## config.mk

```make
export PLATFORM = sky130hd
export DESIGN_NAME = operand_writeback_select
export DESIGN_NICKNAME = d
export VERILOG_FILES = /design/src/rtl/operand_writeback_select.sv
export SDC_FILE = /design/constraint.sdc
export NUM_CORES = 1
export LEC_CHECK = 0
export CAP_MARGIN = 30
export CORE_AREA = 5 5 125 127
export CTS_BUF_LIST = sky130_fd_sc_hd__clkbuf_8
export DETAILED_ROUTE_END_ITERATION = 8
export DIE_AREA = 0 0 130 132
export GPL_TIMING_DRIVEN = 1
export PLACE_DENSITY = 0.73
export SYNTH_ARGS = -nofsm -noshare
export SYNTH_HDL_FRONTEND = slang
export SYNTH_SLANG_ARGS = --single-unit
```

## constraint.sdc

```tcl
create_clock -name clk -period 5 [get_ports clk]
set_input_delay 0.75 -clock clk [delete_from_list [all_inputs] [get_ports clk]]
set_output_delay 0.75 -clock clk [all_outputs]
set_load 0.01 [all_outputs]
```

## src/rtl/operand_writeback_select.sv

```systemverilog
// rtl/operand_writeback_select.sv - EX operand A/B and WB write-data selection
// with a sticky reserved-select error register.
module operand_writeback_select (
  input  logic        clk,
  input  logic        reset,
  input  logic [31:0] ex_rs,
  input  logic [31:0] ex_rt,
  input  logic [31:0] ext_out,
  input  logic [31:0] mem_aluresult,
  input  logic [31:0] wb_aluresult,
  input  logic [31:0] wb_memdata,
  input  logic [31:0] wb_pc,
  input  logic [1:0]  forward_a,
  input  logic [1:0]  forward_b,
  input  logic        ex_alusrc,
  input  logic [1:0]  wb_memtoreg,
  output logic [31:0] alu_a,
  output logic [31:0] alu_b,
  output logic [31:0] reg_wdata,
  output logic [2:0]  sel_err
);

  logic [2:0]  r_sel_err;
  logic [31:0] w_link_addr;
  logic [2:0]  w_sel_bad;

  assign w_link_addr = wb_pc + 32'd4;

  always_comb begin
    alu_a = ex_rs;
    case (forward_a)
      2'b01:   alu_a = mem_aluresult;
      2'b10:   alu_a = wb_aluresult;
      default: alu_a = ex_rs;
    endcase
  end

  // The immediate wins over any forwarding path for operand B.
  always_comb begin
    alu_b = ex_rt;
    if (ex_alusrc) begin
      alu_b = ext_out;
    end else begin
      case (forward_b)
        2'b01:   alu_b = mem_aluresult;
        2'b10:   alu_b = wb_memdata;
        default: alu_b = ex_rt;
      endcase
    end
  end

  always_comb begin
    reg_wdata = wb_aluresult;
    case (wb_memtoreg)
      2'b01:   reg_wdata = wb_memdata;
      2'b10:   reg_wdata = w_link_addr;
      default: reg_wdata = wb_aluresult;
    endcase
  end

  assign w_sel_bad = {wb_memtoreg == 2'b11, forward_b == 2'b11, forward_a == 2'b11};

  always_ff @(posedge clk) begin
    if (reset) begin
      r_sel_err <= 3'b000;
    end else begin
      r_sel_err <= r_sel_err | w_sel_bad;
    end
  end

  assign sel_err = r_sel_err;

endmodule

```

### Word level (Yosys, flattened, before mapping)

Index checks and enable logic that the tools add are counted.

* output and inout bits: 99
* word-level logic and storage cells: 16
* bits in registers: 3
* input bits: 233

* equality and inequality tests: 9
* mux-type cells: 4
* bitwise operators: 1
* $add $sub $neg: 1

Operators with widths (count)
* $pmux 32 s2: 3
* $add 32x3->32 const B: 1
* $mux 32: 1
* $eq 2x2->1 const B: 6
* $eq 2x1->1 const B: 3
* $or 3x3->3: 1

### Logic depth before layout (Yosys ltp)

Gate-level depths: netlist of the first run.

* word-level depth: 3
* depth in mapped cells: 7
* mapped depth without buffers: 6

### Worst setup path before layout of the first run

OpenSTA, ideal clock, no wires.

* kind: input port to output port
* start: input port wb_memtoreg[0]
* end: output port reg_wdata[20]
* arrival: 2.277 ns
* slack: 1.973 ns
* required time: 4.250 ns
* stages on the path: 6
* path buffers: 1
* cells stage by stage: inv_1 -> ha_1 -> clkbuf_1 -> a211oi_1 -> a32o_1 -> a2111oi_0

* longest elaborated chain between the ends: 2
* elaborated cells between the ends (all ways): 3
* classes of those cells: 2 x eq/ne; 1 x mux

Ends and longest elaborated chain
* from (decl): RTL line 16 `input logic [1:0] wb_memtoreg,`
* $eq 2x2->1 or $eq 2x1->1 (tied branches): RTL line 54 `case (wb_memtoreg)`
* $pmux 32 s2 *: RTL line 54
* to (decl): RTL line 19 `output logic [31:0] reg_wdata,`

Every way passes the cells marked *; elsewhere a longest branch is shown, timed or not.

### Worst setup path in the final report of the first run

Same ends and word-level chain as after synthesis.

==> results of run 1 <==
cell usage in the layout, fill, tap and decap left out, types with 3 or more instances in the layout:
cell             instances
nor2_1                  43
dfxtp_1                  3
and4_1                   3
a221oi_1                 7
clkdlybuf4s50_1        330
inv_1                   16
a21oi_1                 41
mux2i_1                  3
nand3_1                  7
xor2_1                  17
a22oi_1                 85
nand2_1                 89
nand2b_1                 3
o21ai_0                 71
and3_1                   5
ha_1                     7
o21ai_1                 18
ha_2                     3
clkbuf_8                 3
nand4_1                 13
xnor2_1                  5
buf_4                    6
routing by layer:
| metal | vias to the layer above | global-route usage |
|---|---|---|
| met2 | 257 | 0.376 |
| met4 | 0 | 0.0231 |
| li1 | 2473 | - |
| met3 | 16 | 0.0478 |
| met5 | - | 0 |
| met1 | 2310 | 0.296 |
critical path: cells and delay by family:
family,cells,cell delay (ns)
buffers and inverters,4,1.45
AOI/OAI and AO/OA,2,0.79
adders and majority gates,1,0.56
power groups by stage:
stage	logic, uW	clock network [uW]	registers (uW)
6_report	710	72.1	26.5
5_1_grt	763	74.5	26.7
2_1_floorplan	247	0	27.7
3_5_place_dp	709	0	26.8
4_1_cts	713	73.6	26.5
3_3_place_gp	708	0	26.7
per-stage QoR:
step | hold WS, ns | instance area (um2) | utilization | total power (uW) | setup WS [ns]
2_1_floorplan | 0.487 | 2900 | - | 275 | 1.97
3_3_place_gp | 0.444 | 6360 | 0.444 | 735 | 0.740
3_5_place_dp | 0.453 | 6360 | 0.444 | 736 | 0.758
4_1_cts | 0.461 | 6400 | 0.447 | 813 | 0.718
5_1_grt | 0.485 | 6400 | 0.447 | 864 | 0.526
6_report | 0.459 | 6400 | 0.447 | 809 | 0.692
area by class of cell:
type,count,area [um2],area share
repair buffers,339,3390,0.530
multi-input cells,443,2620,0.409
clock inverters,1,3.75,0.000586
well taps,184,230,0.0360
flip-flops and latches,3,60.1,0.00938
inverters,15,56.3,0.00879
clock buffers,3,41.3,0.00645
worst max-delay path by stage:
stage                    from            end  slack, ns  depth (start not counted)
2_1_floorplan  wb_memtoreg[0]  reg_wdata[20]       1.97                          6
3_5_place_dp   wb_memtoreg[0]  reg_wdata[20]       0.76                          7
6_report       wb_memtoreg[0]  reg_wdata[20]       0.69                          7
5_1_grt        wb_memtoreg[0]  reg_wdata[20]       0.53                          7
4_1_cts        wb_memtoreg[0]  reg_wdata[20]       0.72                          7
3_3_place_gp   wb_memtoreg[0]  reg_wdata[20]       0.74                          7
kinds of logic (layout without fill, tap and decap cells):
family,Yosys count,after routing,synth area share
multiplexers,4,4,0.0143
AND/OR/NAND/NOR,178,178,0.291
flip-flops,3,3,0.0207
buffers and inverters,60,358,0.0778
XOR/XNOR,22,22,0.0665
adder cells (fa/ha/maj),10,10,0.0432
AO/OA/AOI/OAI,229,229,0.486
==> reports/qor.txt, run 1 <==
I/O pin count = 332
wire length on met3 = 2.01 mm
Leakage = 0.00239 uW
Largest register FFs = 3
prevailing post-synth register cell = dfxtp_1
final worst path period share = 0.862
r2r startpoint = sel_err[1]$_SDFF_PP0_
synthesized cell area = 2900 um2
CTS Sinks = 3
Synthesized Nets = 749
worst clock skew = 0 ns
Arrival @ worst endpoint = 3.56 ns
internal power = 474 uW
routed len/inst = 20.8 um
slowest stage delay, CP = 0.64 ns
NetSw = 334 uW
Tot GR Track Use = 0.221
met2 WL post-DR = 9.89 mm
vias in the first global route = 4,952
r2r endpoint = sel_err[1]$_SDFF_PP0_
Filler cells = 1,490
register area share after synthesis = 0.0207
n_diodes = 0
pwr/cell area = 126 nW/um2
Placed Cells = 984
Commonest cells post-synth = nand2_1 (89), a22oi_1 (85), o21ai_0 (71), nor2_1 (43)
PortBufs = 331
area fraction of the dominant cell type after synthesis = 0.220
drt first pass iters = 5
Worst setup SP type = primary input
Synth Instances = 506
max frequency = 232 MHz
count leader, synth = nand2_1
first-pass GRT wire length = 29.6 mm
Avg Cell Area, Syn = 5.72 um2
max-cap violation count = 0
Distinct cells, synth = 40
initial antenna violation count = 0
critical hold path startpoint = sel_err[1]$_SDFF_PP0_
Hold Crit Class = reg2reg
Comb power frac = 0.878
wl on met1 = 8.49 mm
final setup fails = 0
R2R depth = 2
Post-synth EDFFs = 0
Worst Setup End Kind = output pin
final wirelength = 20.6 mm
Iter 0 DRT Violations = 370
clock slew at reported path FFs = 0.03 ns
H-Tree Level Count = 1
Slew Limit Fails = 0
vias per cell = 5.12
nets = 1,048
Detail Placement HPWL = 17.3 mm
setup_tns = 0 ns
clock power share = 0.089
DR vias = 5,056
gr ovfl total = 0
PostCTS Resize Cnt = 0
CTS tree = yes
Hold Crit Depth = 2
number of synthesized register bits = 3
Max-Slew Margin vs Limit = 0.379
chip height = 132 um
die width = 130 um
sw frac = 0.414
cts bufs inserted = 3
slowest CP cell = clkdlybuf4s50_1
die area = 17,200 um2
row cnt = 44
yosys warns = 0
largest area contributor in the synthesized netlist = a22oi_1
top routing layer in use = met4
RSZ-0062 raised after global routing = no
largest net degree at the start of global routing = 65
WP data required = 4.25 ns
Longest Clk Path Bufs = 2
final non-filler cell total = 988
clk_lat worst skew = 0.22 ns
top cells by area, synth = a22oi_1 (22%), o21ai_0 (12%), nand2_1 (12%)
status = finished clean
hold_buf cts = 0
area grow syn2layout = 121%
Hold EP = sel_err[1]$_SDFF_PP0_
worst setup path category = in2out
layout cell share with drive strength beyond 1 = 0.0311
Async S/R FF share, synth = 0
critical-path cell list = clkdlybuf4s50_1 > inv_1 > ha_2 > inv_1 > a32o_1 > a2111oi_0 > clkdlybuf4s50_1
Remaining DRCs = 0
setup bufs post-CTS = 0
post-layout min period = 4.31 ns
CP Max Fanout = 16
Root Driver = clkbuf_8
core area = 14,300 um2
Worst VDD drop = 0.0697 mV
DRT antenna net count = 0
Fin. Hold Viols = 0
gpl congestion = 0.933
initial cell density of the core = 0.202
Flop pwr share = 0.033
Worst Tran Pin Value = 0.931 ns
Reg2Reg Setup Slack = 4.46 ns
Note: power is estimated with default switching activity, not from simulation.
==> run 2: changes to the inputs <==
- CORE_AREA: 5 5 125 127 -> 2 2 130 132
- DIE_AREA: 0 0 130 132 -> 0 0 132 134
- PLACE_DENSITY: 0.73 -> 0.67
==> run 2 against run 1 <==
Compared with the run above: worst setup slack better by 0.010 ns; routed wire length down 0.79%; via count is 0.16% higher; power fell by 0.78%; worst hold slack barely moved; final area up 0.55%; clock skew stayed put; die area increased by 3.1%; clock power fell by 3.7%; sequential power is essentially flat; cell count increased by 3.8%; maximum frequency up 0.24%.
==> reports/qor.txt, run 2 (synthesized netlist as in run 1, its figures left out) <==
Largest register FFs = 3 (unchanged)
clk_lat worst skew = 0.22 ns (about the same)
Reg2Reg Setup Slack = 4.46 ns (about the same)
Root Driver = clkbuf_8 (unchanged)
RSZ-0062 raised after global routing = no (unchanged)
max frequency = 233 MHz (was 232 MHz)
Worst VDD drop = 0.0799 mV (was 0.0697 mV)
final setup fails = 0 (unchanged)
largest net degree at the start of global routing = 65 (unchanged)
r2r startpoint = sel_err[1]$_SDFF_PP0_ (unchanged)
WP data required = 4.25 ns (about the same)
DRT antenna net count = 0 (unchanged)
n_diodes = 0 (unchanged)
drt first pass iters = 5 (unchanged)
pwr/cell area = 125 nW/um2 (was 126 nW/um2)
Hold EP = sel_err[1]$_SDFF_PP0_ (unchanged)
initial cell density of the core = 0.178 (was 0.202)
Slew Limit Fails = 0 (unchanged)
Worst Tran Pin Value = 0.967 ns (was 0.931 ns)
Hold Crit Depth = 2 (unchanged)
critical hold path startpoint = sel_err[1]$_SDFF_PP0_ (unchanged)
clock slew at reported path FFs = 0.03 ns (about the same)
Hold Crit Class = reg2reg (unchanged)
DR vias = 5,064 (was 5,056)
Iter 0 DRT Violations = 268 (was 370)
area grow syn2layout = 122% (was 121%)
die width = 132 um (was 130 um)
Longest Clk Path Bufs = 2 (unchanged)
Fin. Hold Viols = 0 (unchanged)
multi-input logic area = 2620 um2 (unchanged)
I/O pin count = 332 (unchanged)
cts bufs inserted = 3 (unchanged)
nets = 1,050 (was 1,048)
first-pass GRT wire length = 29.6 mm (about the same)
smallest hold slack = 0.459 ns (about the same)
chip height = 134 um (was 132 um)
final worst path period share = 0.860 (was 0.862)
vias in the first global route = 4,857 (was 4,952)
PortBufs = 331 (unchanged)
Worst setup SP type = primary input (unchanged)
worst setup path category = in2out (unchanged)
initial antenna violation count = 0 (unchanged)
max-cap violation count = 0 (unchanged)
most common cell after layout, fill and taps aside = clkdlybuf4s50_1 (unchanged)
Worst Setup End Kind = output pin (unchanged)
CTS Sinks = 3 (unchanged)
setup_tns = 0 ns (unchanged)
CTS tree = yes (unchanged)
Post-Place Worst Slack = 0.706 ns (was 0.758 ns)
CP Max Fanout = 21 (was 16)
post-layout min period = 4.30 ns (was 4.31 ns)
gpl congestion = 0.924 (was 0.933)
routed len/inst = 19.9 um (was 20.8 um)
Remaining DRCs = 0 (unchanged)
Detail Placement HPWL = 16.6 mm (was 17.3 mm)
r2r endpoint = sel_err[1]$_SDFF_PP0_ (unchanged)
Filler cells = 1,729 (was 1,490)
commonest non-fill, non-tap cells in the layout = clkdlybuf4s50_1 (330), nand2_1 (89), a22oi_1 (85), o21ai_0 (71), nor2_1 (43) (unchanged)
H-Tree Level Count = 1 (unchanged)
Max-Slew Margin vs Limit = 0.355 (was 0.379)
layout cell share with drive strength beyond 1 = 0.0335 (was 0.0311)
vias per cell = 4.94 (was 5.12)
PostCTS Resize Cnt = 0 (unchanged)
hold_buf cts = 0 (unchanged)
status = finished clean (unchanged)
Non-Filler Cell Area, Final = 6440 um2 (was 6400 um2)
setup bufs post-CTS = 0 (unchanged)
register area = 60.1 um2 (unchanged)
worst clock skew = 0 ns (unchanged)
die area = 17,700 um2 (was 17,200 um2)
area post-placement = 6390 um2 (was 6360 um2)
Leakage = 0.00239 uW (about the same)
Arrival @ worst endpoint = 3.55 ns (was 3.56 ns)
final wirelength = 20.4 mm (was 20.6 mm)
Setup WS post-layout = 0.702 ns (was 0.692 ns)
core area = 16,300 um2 (was 14,300 um2)
Tot GR Track Use = 0.215 (was 0.221)
Power Total = 802 uW (was 809 uW)
gr ovfl total = 0 (unchanged)
row cnt = 47 (was 44)
R2R depth = 2 (unchanged)
run 2: worst max-delay path by stage:
| stage | from | to | depth (start not counted) |
|---|---|---|---|
| floorplan | wb_memtoreg[0] | reg_wdata[20] | 6 |
| global placement | wb_memtoreg[0] | reg_wdata[20] | 7 |
| detailed placement | wb_memtoreg[0] | reg_wdata[20] | 7 |
| CTS | wb_memtoreg[0] | reg_wdata[20] | 7 |
| global route | wb_memtoreg[0] | reg_wdata[20] | 7 |
| finish | wb_memtoreg[0] | reg_wdata[20] | 7 |
run 2: layer usage:
layer / global-route usage / part of all wire / vias up
met5: 0 / 0 / -
met4: 0.0272 / 0.014 / 0
met3: 0.0299 / 0.062 / 22
met2: 0.363 / 0.47 / 234
met1: 0.297 / 0.45 / 2326
li1: - / - / 2482
run 2: area by class of cell:
| type | instances | area share |
|---|---|---|
| well taps | 220 | 0.0428 |
| clock inverters | 1 | 0.000583 |
| clock buffers | 3 | 0.00641 |
| inverters | 15 | 0.00875 |
| multi-input cells | 443 | 0.407 |
| flip-flops and latches | 3 | 0.00933 |
| repair buffers | 341 | 0.526 |
run 2: where the power goes:
group	switching, uW	internal [uW]	total, uW	leakage (uW)
clock network	17.0	52.3	69.4	0.0000269
logic	316	391	706	0.00234
registers	0.763	25.8	26.5	0.0000249
total	333	469	802	0.00239
run 2: worst max-delay path, cell delays in order:
cell and delay [ns]:
clkdlybuf4s50_1 0.51, inv_1 0.06, ha_2 0.57, inv_1 0.24
a32o_1 0.29, a2111oi_0 0.49, clkdlybuf4s50_1 0.64
run 2: metrics by stage:
step                      utilization  std cells
after floorplan                     -        506
after global placement          0.392       1022
after detailed placement        0.392       1022
after CTS                       0.395       1026
after global routing            0.395       1026
final                           0.395       1026
